$ cat src/rtl/adder_pkg.sv
// Shared helpers for the pipelined ripple-carry adder: the one-bit full adder
// and the elaboration-time legality check on the slice split.
package adder_pkg;

  // Returns {carry_out, sum} of a one-bit full add.
  function automatic logic [1:0] full_add(input logic a, input logic b, input logic c);
    return {(a & b) | (c & (a ^ b)), a ^ b ^ c};
  endfunction

  function automatic bit split_ok(input int width, input int stages);
    return (stages >= 1) && (width >= 2) && ((width % stages) == 0);
  endfunction

endpackage

$ cat src/rtl/rca_slice.sv
// Combinational W-bit ripple-carry adder built from a full_add chain;
// one instance per pipeline stage.
module rca_slice
  import adder_pkg::*;
#(
  parameter int W = 8
) (
  input  logic [W-1:0] a_i,
  input  logic [W-1:0] b_i,
  input  logic         ci_i,
  output logic [W-1:0] s_o,
  output logic         co_o
);

  always_comb begin
    logic c;
    // NOTE: blocking assignments here so each bit sees the carry just produced
    // by the bit below it within the same evaluation.
    c = ci_i;
    for (int i = 0; i < W; i++) begin
      {c, s_o[i]} = full_add(a_i[i], b_i[i], c);
    end
    co_o = c;
  end

endmodule

$ cat src/rtl/seq_ripple_adder_pipe.sv
// Pipelined WIDTH-bit ripple-carry adder/subtractor: STAGES slices with the
// carry registered between them, valid/ready flow control and a sticky overflow.
module seq_ripple_adder_pipe
  import adder_pkg::*;
#(
  parameter int WIDTH  = 32,
  parameter int STAGES = 4
) (
  input  logic             clk,
  input  logic             rst_n,
  input  logic             in_valid,
  output logic             in_ready,
  input  logic [WIDTH-1:0] a,
  input  logic [WIDTH-1:0] b,
  input  logic             cin,
  input  logic             sub,
  output logic             out_valid,
  input  logic             out_ready,
  output logic [WIDTH-1:0] sum,
  output logic             cout,
  output logic             ovf,
  output logic             ovf_sticky,
  input  logic             clr_sticky
);

  localparam int SLICE = WIDTH / STAGES;
  localparam int MSB   = WIDTH - 1;
  localparam int LAST  = STAGES - 1;
  localparam bit SPLIT_OK = split_ok(WIDTH, STAGES);

  if (!SPLIT_OK) begin : g_bad_split
    $error("seq_ripple_adder_pipe: WIDTH must be >= 2 and divisible by STAGES");
  end

  logic [STAGES-1:0] v_all;
  logic [STAGES-1:0] adv;
  logic              run_q;
  logic              sticky_q, sticky_d;
  logic              out_hs;

  // Stage k may hand its beat on when any slot from k+1 to the output is free
  // or the output is being taken; this is the unrolled ready chain.
  for (genvar k = 0; k < STAGES; k++) begin : g_adv
    localparam logic [STAGES-1:0] LOW = STAGES'((64'd1 << (k + 1)) - 64'd1);
    assign adv[k] = out_ready || !(&(v_all | LOW));
  end

  assign in_ready = run_q && (!v_all[0] || adv[0]);

  for (genvar k = 0; k < STAGES; k++) begin : g_stage
    localparam int LO = k * SLICE;
    localparam int SW = WIDTH - LO;   // operand bits not yet added on entry
    localparam int UW = SW - SLICE;   // operand bits left for later stages

    logic [SW-1:0]      a_src, b_src;
    logic               ci, vin, am_in, bm_in, en;
    logic [SLICE-1:0]   slice_s;
    logic               slice_co;
    logic [LO+SLICE-1:0] s_d, s_q;
    logic               v_q, c_q, am_q, bm_q;

    if (k == 0) begin : g_head
      assign a_src = a;
      assign b_src = b ^ {WIDTH{sub}};
      assign ci    = sub | cin;
      assign vin   = in_valid && in_ready;
      assign am_in = a_src[SW-1];
      assign bm_in = b_src[SW-1];
      assign s_d   = slice_s;
    end else begin : g_body
      assign a_src = g_stage[k-1].g_up.a_up_q;
      assign b_src = g_stage[k-1].g_up.b_up_q;
      assign ci    = g_stage[k-1].c_q;
      assign vin   = g_stage[k-1].v_q;
      assign am_in = g_stage[k-1].am_q;
      assign bm_in = g_stage[k-1].bm_q;
      assign s_d   = {slice_s, g_stage[k-1].s_q};
    end

    rca_slice #(.W(SLICE)) u_slice (
      .a_i  (a_src[SLICE-1:0]),
      .b_i  (b_src[SLICE-1:0]),
      .ci_i (ci),
      .s_o  (slice_s),
      .co_o (slice_co)
    );

    assign en       = !v_q || adv[k];
    assign v_all[k] = v_q;

    // NOTE: the datapath registers are reset as well as the valid bits, so the
    // output bus reads zero after reset rather than stale operands.
    always_ff @(posedge clk or negedge rst_n) begin
      if (!rst_n) begin
        v_q  <= 1'b0;
        c_q  <= 1'b0;
        am_q <= 1'b0;
        bm_q <= 1'b0;
        s_q  <= '0;
      end else if (en) begin
        // NOTE: non-blocking assignments for all registered state, so every
        // stage samples its predecessor's pre-edge value.
        v_q <= vin;
        if (vin) begin
          c_q  <= slice_co;
          am_q <= am_in;
          bm_q <= bm_in;
          s_q  <= s_d;
        end
      end
    end

    if (UW > 0) begin : g_up
      logic [UW-1:0] a_up_q, b_up_q;

      always_ff @(posedge clk or negedge rst_n) begin
        if (!rst_n) begin
          a_up_q <= '0;
          b_up_q <= '0;
        end else if (en && vin) begin
          a_up_q <= a_src[SW-1:SLICE];
          b_up_q <= b_src[SW-1:SLICE];
        end
      end
    end
  end

  assign out_valid = v_all[LAST];
  assign sum       = g_stage[LAST].s_q;
  assign cout      = g_stage[LAST].c_q;
  assign ovf       = (g_stage[LAST].am_q == g_stage[LAST].bm_q) &&
                     (sum[MSB] != g_stage[LAST].am_q);
  assign out_hs    = out_valid && out_ready;

  always_comb begin
    sticky_d = sticky_q;
    if (out_hs && ovf) begin
      sticky_d = 1'b1;
    end else if (clr_sticky) begin
      sticky_d = 1'b0;
    end
  end

  always_ff @(posedge clk or negedge rst_n) begin
    if (!rst_n) begin
      run_q    <= 1'b0;
      sticky_q <= 1'b0;
    end else begin
      run_q    <= 1'b1;
      sticky_q <= sticky_d;
    end
  end

  assign ovf_sticky = sticky_q;

endmodule

$ cat config.mk
export PLATFORM = sky130hd
export DESIGN_NAME = seq_ripple_adder_pipe
export DESIGN_NICKNAME = d
export VERILOG_FILES = /design/src/rtl/adder_pkg.sv /design/src/rtl/rca_slice.sv /design/src/rtl/seq_ripple_adder_pipe.sv
export SDC_FILE = /design/constraint.sdc
export NUM_CORES = 1
export LEC_CHECK = 0
export ABC_CLOCK_PERIOD_IN_PS = 5740
export CORE_ASPECT_RATIO = 1.1
export CORE_MARGIN = 5
export CORE_UTILIZATION = 25
export DETAILED_ROUTE_END_ITERATION = 10
export PLACE_DENSITY = 0.48
export SYNTH_ARGS = -nofsm -noshare
export SYNTH_HDL_FRONTEND = slang
export SYNTH_HIERARCHICAL = 1
export SYNTH_SLANG_ARGS = --single-unit
$ cat constraint.sdc
create_clock -name clk -period 5.74 [get_ports clk]
set_input_delay 1.722 -clock clk [delete_from_list [all_inputs] [get_ports clk]]
set_output_delay 1.722 -clock clk [all_outputs]
set_load 0.005 [all_outputs]
==> results.py, run 1 <==
metrics = {
    "clocking": {
        "post_cts_buffers": 0,
        "h-tree-depth": 4,
        "cts_tree": "built",
        "hold_buffers": 0,
        "postCtsResizedCells": 0,
        "numCtsBuffers": 17,
        "insertion_delay_ns": 0.44,
        "cts_root_buf": "clkbuf_16",
        "cts.sinks": 188,
        "clock_path_buffers": 2,
        "clkSlewWorstSetupHoldPaths_ns": 0.08,
    },
    "grt": {
        "track_usage_pct": 9.95,
        "grt_overflow_total": 0,
        "grt_max_degree": 99,
        "grt_pass1_vias": 4967,
        "grt_antenna_before_repair": 1,
        "grt_pass1_wl_mm": 28.3,
    },
    "min_path": {
        "holdPathStages": 1,
        "min_path_type": "flip-flop to flip-flop",
        "min_to": "g_stage[2].s_q[15]",
        "hp-start": "g_stage[1].s_q[15]",
    },
    "die": {
        "die_x_um": 183,
        "start_util_pct": 25.3,
        "core-area_um2": 32400,
        "die_area_um2": 36500,
        "die_h_um": 200,
        "io_pins": 108,
        "num_rows": 69,
    },
    "cells_and_area": {
        "area_growth_pct": 26.4,
        "final_layout_size_suffix_gt1_share_pct": 35.3,
        "layout_commonest_cell": "dfrtp_1",
        "final_nets": 730,
        "n_antenna_cell": 0,
        "post-route-util_pct": 32.0,
        "nFillCells": 3161,
        "stdcell_area_um2": 10400,
        "final_cell_mix": "dfrtp_1 (188), mux2_2 (152), clkdlybuf4s50_1 (105), inv_1 (41)",
    },
    "timing": {
        "setup_ws_ns": 0.430,
        "tightest_slew_ns": 1.14,
        "hold_viol_final": 0,
        "finClkSkew_ns": 0.0168,
        "slew_headroom_pct": 23.5,
        "hold_ws_ns": 0.495,
        "post-route-min-period_ns": 5.31,
        "slew_viol_final": 0,
        "setup_viol": 0,
        "fmax_mhz": 188,
        "rsz0062_at_grt": "no",
        "min_period_over_period_pct": 92.5,
    },
    "yosys": {
        "ys_types": 21,
        "ys_ff_latch": 188,
        "synth_area_um2": 8210,
        "yosysSeqAreaShare_pct": 57.3,
        "ys_warn_count": 6,
        "yosys.area.top_type_share_pct": 57.3,
        "yosys.area.top_type": "dfrtp_1",
        "synthTopCellsByArea": "dfrtp_1 (57%), mux2_2 (21%), fa_1 (7.8%)",
        "synthCells": 518,
        "syn_nets": 621,
        "avgSynthCellArea_um2": 15.8,
    },
    "power_and_ir_drop": {
        "power.share.switching_pct": 28.4,
        "p_clk_share_pct": 27.4,
        "switchingPower_w": 0.00130,
        "p_int_w": 0.00328,
        "p_comb_share_pct": 27.6,
        "power_frac_seq_pct": 45.1,
        "power_density_nw_per_um2": 442,
        "vdd_drop_max_v": 0.000168,
        "p_leak_nw": 4.48,
        "power.total_w": 0.00459,
    },
    "placed_design": {
        "dp_hpwl_mm": 11.5,
        "pre_cts_ws_ns": -0.0942,
        "placed_area_um2": 9750,
        "io_buffers": 107,
        "routabilityCongestion": 0.744,
    },
    "worst_setup_path": {
        "required_ns": 6.11,
        "cp-end-kind": "flip-flop",
        "reg2reg_depth": 13,
        "rr_startpoint": "g_stage[2].c_q",
        "crit_fanout": 1,
        "critical_path_arrival_ns": 5.68,
        "critPathLaunchType": "primary input",
        "r2r_end": "sum[31]",
        "criticalPathCategory": "primary input to flip-flop",
        "reg2reg_slack_ns": 1.88,
    },
    "detailed_routing": {
        "drc": 0,
        "wl_per_cell_um": 16.1,
        "wl_mm": 17.2,
        "drt_iter0_markers": 178,
        "ant_nets": 0,
        "avgViaCountPerCell": 3.99,
        "vias": 4249,
        "drtPass1Iterations": 4,
    },
    "flow_run": {
        "maxCapViolCount": 0,
    },
    "outcome": {
        "status": "completed",
    },
}
-- cell type report --
cell class | count | area [µm²] | share of cell area (%)
well taps | 426 | 533 | 5.14
clock inverters | 15 | 196 | 1.89
flip-flops and latches | 188 | 4700 | 45.4
clock buffers | 17 | 425 | 4.10
repair buffers | 112 | 1130 | 10.9
multi-input cells | 267 | 3220 | 31.1
inverters | 41 | 154 | 1.48
-- per-stage QoR --
step           TNS (ns)  instances
2_1_floorplan         0        518
3_3_place_gp          0       1034
3_5_place_dp    -0.0942       1034
4_1_cts               0       1066
5_1_grt               0       1066
6_report              0       1066
-- critical path, stage by stage --
cell             delay [ns]
clkdlybuf4s50_1        0.39
or2_2                  0.27
inv_1                  0.07
fa_1                   0.15
inv_1                  0.06
fa_1                   0.39
fa_1                   0.42
fa_1                   0.40
fa_1                   0.38
fa_1                   0.40
fa_1                   0.37
inv_1                  0.07
fa_1                   0.41
inv_1                  0.06
mux2_2                 0.13
-- metal layers --
metal	routed length (µm)	part of all wire [%]	global-route usage, %	vias up
met5	13	0.076	0	-
met4	154	0.90	2.50	2
met3	730	4.3	2.81	11
met2	8190	48	16.1	81
met1	8070	47	13.3	2209
li1	-	-	-	1946
-- power groups by stage --
| stage | logic, W | clock network (W) | registers, W |
|---|---|---|---|
| floorplan | 0.000754 | 0 | 0.00203 |
| global placement | 0.00126 | 0 | 0.00209 |
| detailed placement | 0.00131 | 0 | 0.00211 |
| CTS | 0.00131 | 0.00131 | 0.00208 |
| global route | 0.00142 | 0.00136 | 0.00215 |
| finish | 0.00127 | 0.00126 | 0.00207 |
-- cells in the mapped netlist, drive strengths merged --
cell	instances
or2	1
nand4b	1
o22ai	1
a32o	1
mux2	182
clkbuf	1
and2	1
buf	21
dfrtp	188
nand2	7
a21oi	1
nand2b	5
conb	1
and4b	1
fa	32
xor2	32
nand3b	1
inv	41
-- state kept, by name, indices dropped and copies added (netlist names) --
| signal | flops |
|---|---|
| cout | 1 |
| g_stage.am_q | 4 |
| g_stage.bm_q | 4 |
| g_stage.c_q | 3 |
| g_stage.g_up.a_up_q | 45 |
| g_stage.g_up.b_up_q | 45 |
| g_stage.s_q | 48 |
| g_stage.v_q | 3 |
| out_valid | 1 |
| ovf_sticky | 1 |
| run_q | 1 |
| sum | 32 |
-- worst max-delay path by stage --
| stage | start | to | slack, ns | depth (start not counted) |
|---|---|---|---|---|
| after floorplan | sub | g_stage[0].s_q[7] | 0.17 | 16 |
| after global placement | cin | g_stage[0].s_q[7] | 0.05 | 15 |
| after detailed placement | cin | g_stage[0].s_q[7] | -0.09 | 15 |
| after CTS | cin | g_stage[0].s_q[7] | 0.41 | 15 |
| after global routing | cin | g_stage[0].s_q[7] | 0.29 | 15 |
| final | cin | g_stage[0].s_q[7] | 0.43 | 15 |
-- kinds of logic after synthesis --
group / Yosys count / share of synthesized area (%)
other: 1 / 0.0457
and+or+nand+nor: 17 / 1.17
adders and majority gates: 32 / 7.81
xor gates and xnor gates: 32 / 3.42
buffers and inverters: 63 / 3.57
DFF: 188 / 57.3
muxes: 182 / 26.3
AOI/OAI and AO/OA: 3 / 0.305
Power figures use the tool's default switching activity.
==> run 2: changes to the inputs <==
- CORE_UTILIZATION: 25 -> 40
- PLACE_DENSITY: 0.48 -> 0.67
==> results.py, run 2 (synthesis results as in run 1) <==
metrics = {
    "cells_and_area": {
        "final_layout_size_suffix_gt1_share_pct": 35.3,
        "area_growth_pct": 24.1,
        "largest_reg_flops": 48,
        "layout_commonest_cell": "dfrtp_1",
        "final_cell_mix": "dfrtp_1 (188), mux2_2 (152), clkdlybuf4s50_1 (105), inv_1 (41)",
        "regMostFlops": "g_stage.s_q",
        "final_nets": 730,
        "largestRegisters": "g_stage.s_q x48, g_stage.g_up.a_up_q x45, g_stage.g_up.b_up_q x45",
        "n_antenna_cell": 0,
        "nFillCells": 1728,
        "multi_input_area_um2": 3220,
        "instances_no_fill": 896,
        "stdcell_area_um2": 10200,
        "seqCellArea_um2": 4700,
    },
    "power_and_ir_drop": {
        "vdd_drop_max_v": 0.000210,
        "power_density_nw_per_um2": 453,
        "p_leak_nw": 4.51,
    },
    "worst_setup_path": {
        "max_stage_delay_ns": 0.42,
        "r2r_end": "sum[31]",
        "critical-path-top-delay-family": "adder cells",
        "criticalPathCategory": "primary input to flip-flop",
        "rr_startpoint": "g_stage[2].g_up.a_up_q[0]",
        "path_cells": "clkdlybuf4s50_1, or2_2, inv_1, fa_1, inv_1, fa_1, fa_1, fa_1, fa_1, fa_1, fa_1, inv_1, fa_1, inv_1, mux2_2",
        "crit_fanout": 1,
        "path_buf_inv": 5,
        "cpMostUsedCell": "fa_1",
        "cp-end-kind": "flip-flop",
        "cp_num_cells": 15,
        "reg2reg_depth": 13,
        "critPathLaunchType": "primary input",
        "reg2reg_slack_ns": 1.93,
        "critical_path_arrival_ns": 5.70,
        "critPathSlowestCell": "fa_1",
        "required_ns": 6.10,
    },
    "die": {
        "core-area_um2": 20400,
        "io_pins": 108,
        "die_area_um2": 23500,
        "num_rows": 55,
        "die_h_um": 160,
        "start_util_pct": 40.3,
        "die_x_um": 147,
    },
    "placed_design": {
        "io_buffers": 107,
        "dp_hpwl_mm": 10.1,
        "placed_area_um2": 9520,
        "routabilityCongestion": 0.751,
        "placed_cells": 864,
    },
    "grt": {
        "grt_pass1_vias": 4924,
        "grt_antenna_before_repair": 0,
        "grt_overflow_total": 0,
        "track_usage_pct": 13.8,
        "grt_max_degree": 113,
        "grt_pass1_wl_mm": 25.9,
    },
    "timing": {
        "rsz0062_at_grt": "no",
        "min_period_over_period_pct": 93.0,
        "setup_tns_ns": 0,
        "setup_viol": 0,
        "slew_viol_final": 0,
        "tightest_slew_ns": 1.04,
        "hold_ws_ns": 0.499,
        "finClkSkew_ns": 0.0105,
        "post-route-min-period_ns": 5.34,
        "slew_headroom_pct": 30.6,
        "fmax_mhz": 187,
        "hold_viol_final": 0,
    },
    "min_path": {
        "holdPathStages": 1,
        "min_to": "ovf_sticky",
        "hp-start": "ovf_sticky",
        "min_path_type": "flip-flop to flip-flop",
    },
    "detailed_routing": {
        "drtPass1Iterations": 4,
        "avgViaCountPerCell": 4.73,
        "wl_mm": 15.2,
        "drt_iter0_markers": 108,
        "drc": 0,
        "ant_nets": 0,
        "vias": 4237,
        "wl_per_cell_um": 17.0,
    },
    "clocking": {
        "h-tree-depth": 4,
        "cts_tree": "built",
        "post_cts_buffers": 0,
        "clock_path_buffers": 2,
        "clkSlewWorstSetupHoldPaths_ns": 0.07,
        "cts_root_buf": "clkbuf_16",
        "numCtsBuffers": 17,
        "hold_buffers": 0,
        "postCtsResizedCells": 0,
        "cts.sinks": 188,
        "insertion_delay_ns": 0.42,
    },
    "flow_run": {
        "maxCapViolCount": 0,
    },
    "outcome": {
        "status": "completed",
    },
}
==> run 2: cell types whose count changed in the layout (fill, tap and decap cells not counted), sizes merged <==
cell | previous run | this run
inv | 50 | 45
bufinv | 2 | 5
clkbuf | 18 | 20
clkinv | 2 | 4
clkinvlp | 2 | 0
==> run 2: where the power goes <==
group	switching (W)	leakage (nW)	internal [W]	total (W)
Combinational	0.000431	1.95	0.000811	0.00124
Clock	0.000504	0.329	0.000802	0.00131
Sequential	0.000266	2.22	0.00180	0.00206
Total	0.00120	4.51	0.00341	0.00461
==> run 2: metal layers <==
layer  track usage, %  up-vias  routed length, µm
met5                0        -                  0
met4             3.46        0                165
met3             3.63       12                519
met2             22.7       70               7660
met1             18.2     2214               6850
li1                 -     1941                  -
==> run 2: layout make-up <==
type | count | share of cell area [%]
tap | 256 | 3.15
timing repair buffer | 112 | 11.0
inverter | 41 | 1.51
sequential | 188 | 46.2
multi-input combinational | 267 | 31.7
clock inverter | 13 | 2.05
clock buffer | 19 | 4.45
==> run 2: worst max-delay path by stage <==
| stage | startpoint | endpoint | slack, ns |
|---|---|---|---|
| after floorplan | sub | g_stage[0].s_q[7] | 0.17 |
| after global placement | cin | g_stage[0].s_q[7] | 0.06 |
| after detailed placement | cin | g_stage[0].s_q[7] | -0.04 |
| after CTS | cin | g_stage[0].s_q[7] | 0.38 |
| after global routing | cin | g_stage[0].s_q[7] | 0.23 |
| final | cin | g_stage[0].s_q[7] | 0.40 |
==> run 2: through the flow <==
stage                     worst slack [ns]  utilization, %  total power (W)
final                                0.399            50.0          0.00461
after global routing                 0.231            50.0          0.00493
after CTS                            0.379            50.0          0.00470
after detailed placement           -0.0372            46.7          0.00337
after global placement              0.0560            46.7          0.00330
after floorplan                      0.171               -          0.00278
==> run 3: changes to the inputs <==
- CELL_PAD_IN_SITES_DETAIL_PLACEMENT: default -> 0
- CELL_PAD_IN_SITES_GLOBAL_PLACEMENT: default -> 2
- PLACE_DENSITY: 0.67 -> 0.86
==> results.py, run 3 (synthesis results as in run 1) <==
metrics = {
    "cells_and_area": {
        "final_layout_size_suffix_gt1_share_pct": 35.5,
        "instances_no_fill": 898,
        "final_nets": 732,
        "area_growth_pct": 24.0,
        "layout_commonest_cell": "dfrtp_1",
        "n_antenna_cell": 0,
        "largestRegisters": "g_stage.s_q x48, g_stage.g_up.a_up_q x45, g_stage.g_up.b_up_q x45",
        "final_cell_mix": "dfrtp_1 (188), mux2_2 (152), clkdlybuf4s50_1 (105), inv_1 (41)",
        "largest_reg_flops": 48,
        "regMostFlops": "g_stage.s_q",
    },
    "worst_setup_path": {
        "cp-end-kind": "flip-flop",
        "critical_path_arrival_ns": 5.68,
        "max_stage_delay_ns": 0.41,
        "required_ns": 6.11,
        "critPathLaunchType": "primary input",
        "critPathSlowestCell": "fa_1",
        "path_cells": "clkdlybuf4s50_1, or2_2, inv_1, fa_1, inv_1, fa_1, fa_1, fa_1, fa_1, fa_1, fa_1, inv_1, fa_1, inv_1, mux2_2",
        "criticalPathCategory": "primary input to flip-flop",
        "crit_fanout": 1,
        "cpMostUsedCell": "fa_1",
    },
    "clocking": {
        "h-tree-depth": 4,
        "postCtsResizedCells": 0,
        "clock_path_buffers": 2,
        "clkSlewWorstSetupHoldPaths_ns": 0.07,
        "numCtsBuffers": 17,
        "cts_root_buf": "clkbuf_16",
        "cts_tree": "built",
        "insertion_delay_ns": 0.42,
        "hold_buffers": 0,
        "cts.sinks": 188,
        "post_cts_buffers": 0,
    },
    "die": {
        "num_rows": 55,
        "core-area_um2": 20400,
        "io_pins": 108,
        "die_x_um": 147,
        "die_h_um": 160,
        "die_area_um2": 23500,
        "start_util_pct": 40.3,
    },
    "grt": {
        "grt_max_degree": 100,
        "grt_pass1_wl_mm": 25.8,
        "grt_antenna_before_repair": 0,
        "track_usage_pct": 13.9,
        "grt_pass1_vias": 4833,
        "grt_overflow_total": 0,
    },
    "detailed_routing": {
        "drt_iter0_markers": 147,
        "drtPass1Iterations": 4,
        "vias": 4275,
        "avgViaCountPerCell": 4.76,
        "wl_per_cell_um": 17.0,
        "ant_nets": 0,
        "wl_mm": 15.3,
        "drc": 0,
    },
    "timing": {
        "rsz0062_at_grt": "no",
        "post-route-min-period_ns": 5.31,
        "setup_tns_ns": 0,
        "setup_viol": 0,
        "tightest_slew_ns": 1.04,
        "min_period_over_period_pct": 92.5,
        "hold_viol_final": 0,
        "slew_viol_final": 0,
        "slew_headroom_pct": 30.4,
        "fmax_mhz": 188,
        "finClkSkew_ns": 0.00826,
    },
    "flow_run": {
        "maxCapViolCount": 0,
    },
    "placed_design": {
        "dp_hpwl_mm": 10.4,
        "io_buffers": 107,
        "placed_cells": 866,
        "routabilityCongestion": 0.744,
    },
    "power_and_ir_drop": {
        "power_density_nw_per_um2": 448,
        "power.total_w": 0.00455,
        "p_leak_nw": 4.50,
        "vdd_drop_max_v": 0.000219,
    },
    "outcome": {
        "status": "completed",
    },
    "min_path": {
        "min_path_type": "flip-flop to flip-flop",
    },
}
run 3: cell types whose count changed in the layout (fill, tap and decap cells not counted), sizes merged:
cell      delta
buf          +2
clkbuf       +2
clkinvlp     +1
inv          -1
bufinv       -2
run 3: stage by stage:
step                      hold slack, ns  utilization, %  cell area [µm²]  worst slack (ns)
after floorplan                    0.470               -             8210             0.171
after global placement             0.481            46.8             9540            0.0655
after detailed placement           0.489            46.8             9540           -0.0366
after CTS                          0.504            49.9            10200             0.424
after global routing               0.513            49.9            10200             0.304
final                              0.497            49.9            10200             0.429
run 3: where the power goes:
group | total [W] | internal [W] | switching [W]
Clock | 0.00124 | 0.000738 | 0.000505
Sequential | 0.00207 | 0.00180 | 0.000272
Combinational | 0.00124 | 0.000809 | 0.000431
Total | 0.00455 | 0.00335 | 0.00121
run 3: critical path: cells and delay by family:
family	cells	cell delay, ns
adder cells (fa/ha/maj)	8	2.90
buffers and inverters	5	0.66
multiplexers	1	0.13
AND/OR/NAND/NOR	1	0.26
run 3: layout make-up:
| class | count | area, µm² |
|---|---|---|
| Fill cell | 1742 | 10200 |
| Tap cell | 256 | 320 |
| Timing Repair Buffer | 114 | 1130 |
| Multi-Input combinational cell | 267 | 3220 |
| Clock inverter | 11 | 155 |
| Inverter | 41 | 154 |
| Sequential cell | 188 | 4700 |
| Clock buffer | 21 | 480 |
run 3: path summary, 6_finish.rpt:
| kind | slack, ns | to | start | cells after the start |
|---|---|---|---|---|
| max | 0.43 | g_stage[0].s_q[7] | cin | 15 |
| min | 0.50 | g_stage[2].bm_q | g_stage[1].bm_q | 1 |
| max reg2reg | 1.87 | g_stage[2].s_q[23] | g_stage[1].g_up.a_up_q[0] | 13 |
| min reg2reg | 0.50 | g_stage[2].bm_q | g_stage[1].bm_q | 1 |
| max in group asynchronous | 3.45 | g_stage[1].g_up.b_up_q[5] | rst_n | 2 |
| min in group asynchronous | 1.37 | g_stage[1].s_q[6] | rst_n | 1 |
run 3: routing by layer:
| layer | track usage, % | wire (µm) | vias to the layer above |
|---|---|---|---|
| met5 | 0 | 0 | - |
| li1 | - | - | 1952 |
| met2 | 23.1 | 7770 | 70 |
| met1 | 18.2 | 6830 | 2241 |
| met4 | 4.88 | 217 | 0 |
| met3 | 3.06 | 462 | 12 |
==> RTL change (flow settings as in run 1) <==
Put one more register stage on the output `ovf_sticky`, cleared by the reset. The value now appears one clock later. The other outputs are not delayed to match.
--- a/src/rtl/seq_ripple_adder_pipe.sv
+++ b/src/rtl/seq_ripple_adder_pipe.sv
@@ -152,5 +152,11 @@
   end
 
-  assign ovf_sticky = sticky_q;
+  always_ff @(posedge clk or negedge rst_n) begin
+    if (!rst_n) begin
+      ovf_sticky <= '0;
+    end else begin
+      ovf_sticky <= sticky_q;
+    end
+  end
 
 endmodule
Function: changed (Yosys sat finds a counterexample within 10 cycles, from zero or initial values and one cycle with rst_n low).
==> RTL change against run 1 <==
Worst hold slack worse by 0.11 ns; register-to-register slack worse by 0.02 ns; critical endpoint unchanged; area after synthesis up 0.30%; first-iteration DRC count down 27%; die area grew 0.29%; wire length shrank 0.31%; cell area fell by 0.23%; setup slack better by 0.018 ns; critical path depth is the same; power decreased by 1.9%; sequential cell count increased by 1.
==> RTL change: results (changes against run 1) <==
- Seq/Total Area, Yosys: 57.46% (+0.13 points)
- Pin count of the biggest net entering global routing: 115 (+16%)
- Overall routed net length: 17110 µm (-0.31%)
- Worst-Margin Slew: 1.089 ns (-0.05416 ns)
- Final Skew: 0.01313 ns (-0.003629 ns)
- Top post-synthesis cells by area: dfrtp_1, mux2_2, fa_1
- Run status: complete, no violations
- Reg2Reg Depth: 13 (unchanged)
- Drt drc: 0 (unchanged)
- Max H-tree Level: 4 (unchanged)
- Initial DRC count: 130 (-27%)
- R2R Path Start: g_stage[2].g_up.a_up_q[0]$_DFFE_PN0P_
- Sw power: 1291 µW (-0.85%)
- Slowest CP cell: clkdlybuf4s50_1
- Biggest regs: g_stage.s_q (48), g_stage.g_up.a_up_q (45), g_stage.g_up.b_up_q (45)
- CTS resizes: 0 (unchanged)
- Max incr delay on CP: 0.40 ns (-0.02 ns)
- Mapped Nets: 622 (+0.16%)
- CP endpoint: g_stage[0].s_q[7]$_DFFE_PN0P_
- CP max FO: 1 (unchanged)
- First-pass GRT wire length: 27900 µm (-1.6%)
- Number of global-route vias before repair: 5037 (+1.4%)
- Most frequent cells after synthesis: dfrtp_1, mux2_2, inv_1, fa_1, xor2_1
- Ratio of cells with drive above 1 in the final layout: 35.56% (+0.25 points)
- Worst Hold End: ovf_sticky$_DFF_PN0_
- Final nets: 734 (+0.55%)
- Initial antenna violation count: 1 (unchanged)
- Gpl congestion: 0.7252 (-2.5%)
- Worst Path Arrival: 5.65 ns (-0.03 ns)
- Max IR drop VDD: 0.0001919 V (+14%)
- Reg-to-reg slack, setup: 1.86 ns (-0.02 ns)
- Hold path startpoint: sticky_q$_DFFE_PN0P_
- DR vias/cell: 4.027 (+1.0%)
- Static Leak: 0.004473 µW (-0.13%)
- Netlist cell types: 21 (unchanged)
- Total GRT Usage: 9.696% (-0.26 points)
- Final hold violations: 0 (unchanged)
- HPWL Detailed: 11430 µm (-0.35%)
- CP delay by family, top: adder cells
- Hold path depth: 0 (-1)
- Ant. Diodes: 0 (unchanged)
- Clock Latency Late Sink: 0.43 ns
- Worst Hold Class: reg2reg
-- RTL change: power groups by stage --
stage	Clock [µW]	Combinational [µW]	Sequential [µW]
finish	1160	1270	2080
detailed placement	0	1300	2120
global placement	0	1270	2090
CTS	1210	1310	2090
floorplan	0	754	2040
global route	1250	1420	2140
-- RTL change: final cells by class --
| type | instances | area, µm² |
|---|---|---|
| timing repair buffer | 115 | 1142 |
| inverter | 41 | 153.9 |
| sequential | 189 | 4730 |
| clock buffer | 18 | 439.2 |
| multi-input combinational | 267 | 3223 |
| tap | 426 | 533.0 |
| fill | 3242 | 22030 |
| clock inverter | 14 | 123.9 |
-- RTL change: metal layers --
layer	share of wire, %	vias to the layer above	track usage [%]
met2	47	77	15.27
met1	47	2267	13.04
li1	-	1952	-
met5	0.076	-	0
met4	1.1	2	3.034
met3	4.2	11	2.631
-- RTL change: cells by family after synthesis --
family | after synthesis | share of synthesized area (%)
flip-flops | 189 | 57.46
multiplexers | 182 | 26.27
buffers and inverters | 63 | 3.557
adder cells (fa/ha/maj) | 32 | 7.783
XOR/XNOR | 32 | 3.405
AND/OR/NAND/NOR | 17 | 1.171
AO/OA/AOI/OAI | 3 | 0.3041
other | 1 | 0.04556
-- RTL change: metrics by stage --
step	hold WS [ns]	setup WS [ns]	std cells	power [µW]	instance area [µm²]
detailed placement	0.3717	-0.04218	1038	3415	9782
finish	0.3830	0.4473	1070	4499	10340
global route	0.4014	0.3504	1070	4819	10340
floorplan	0.3547	0.1710	519	2791	8230
CTS	0.3961	0.4509	1070	4609	10340
global placement	0.3725	0.04278	1038	3363	9782
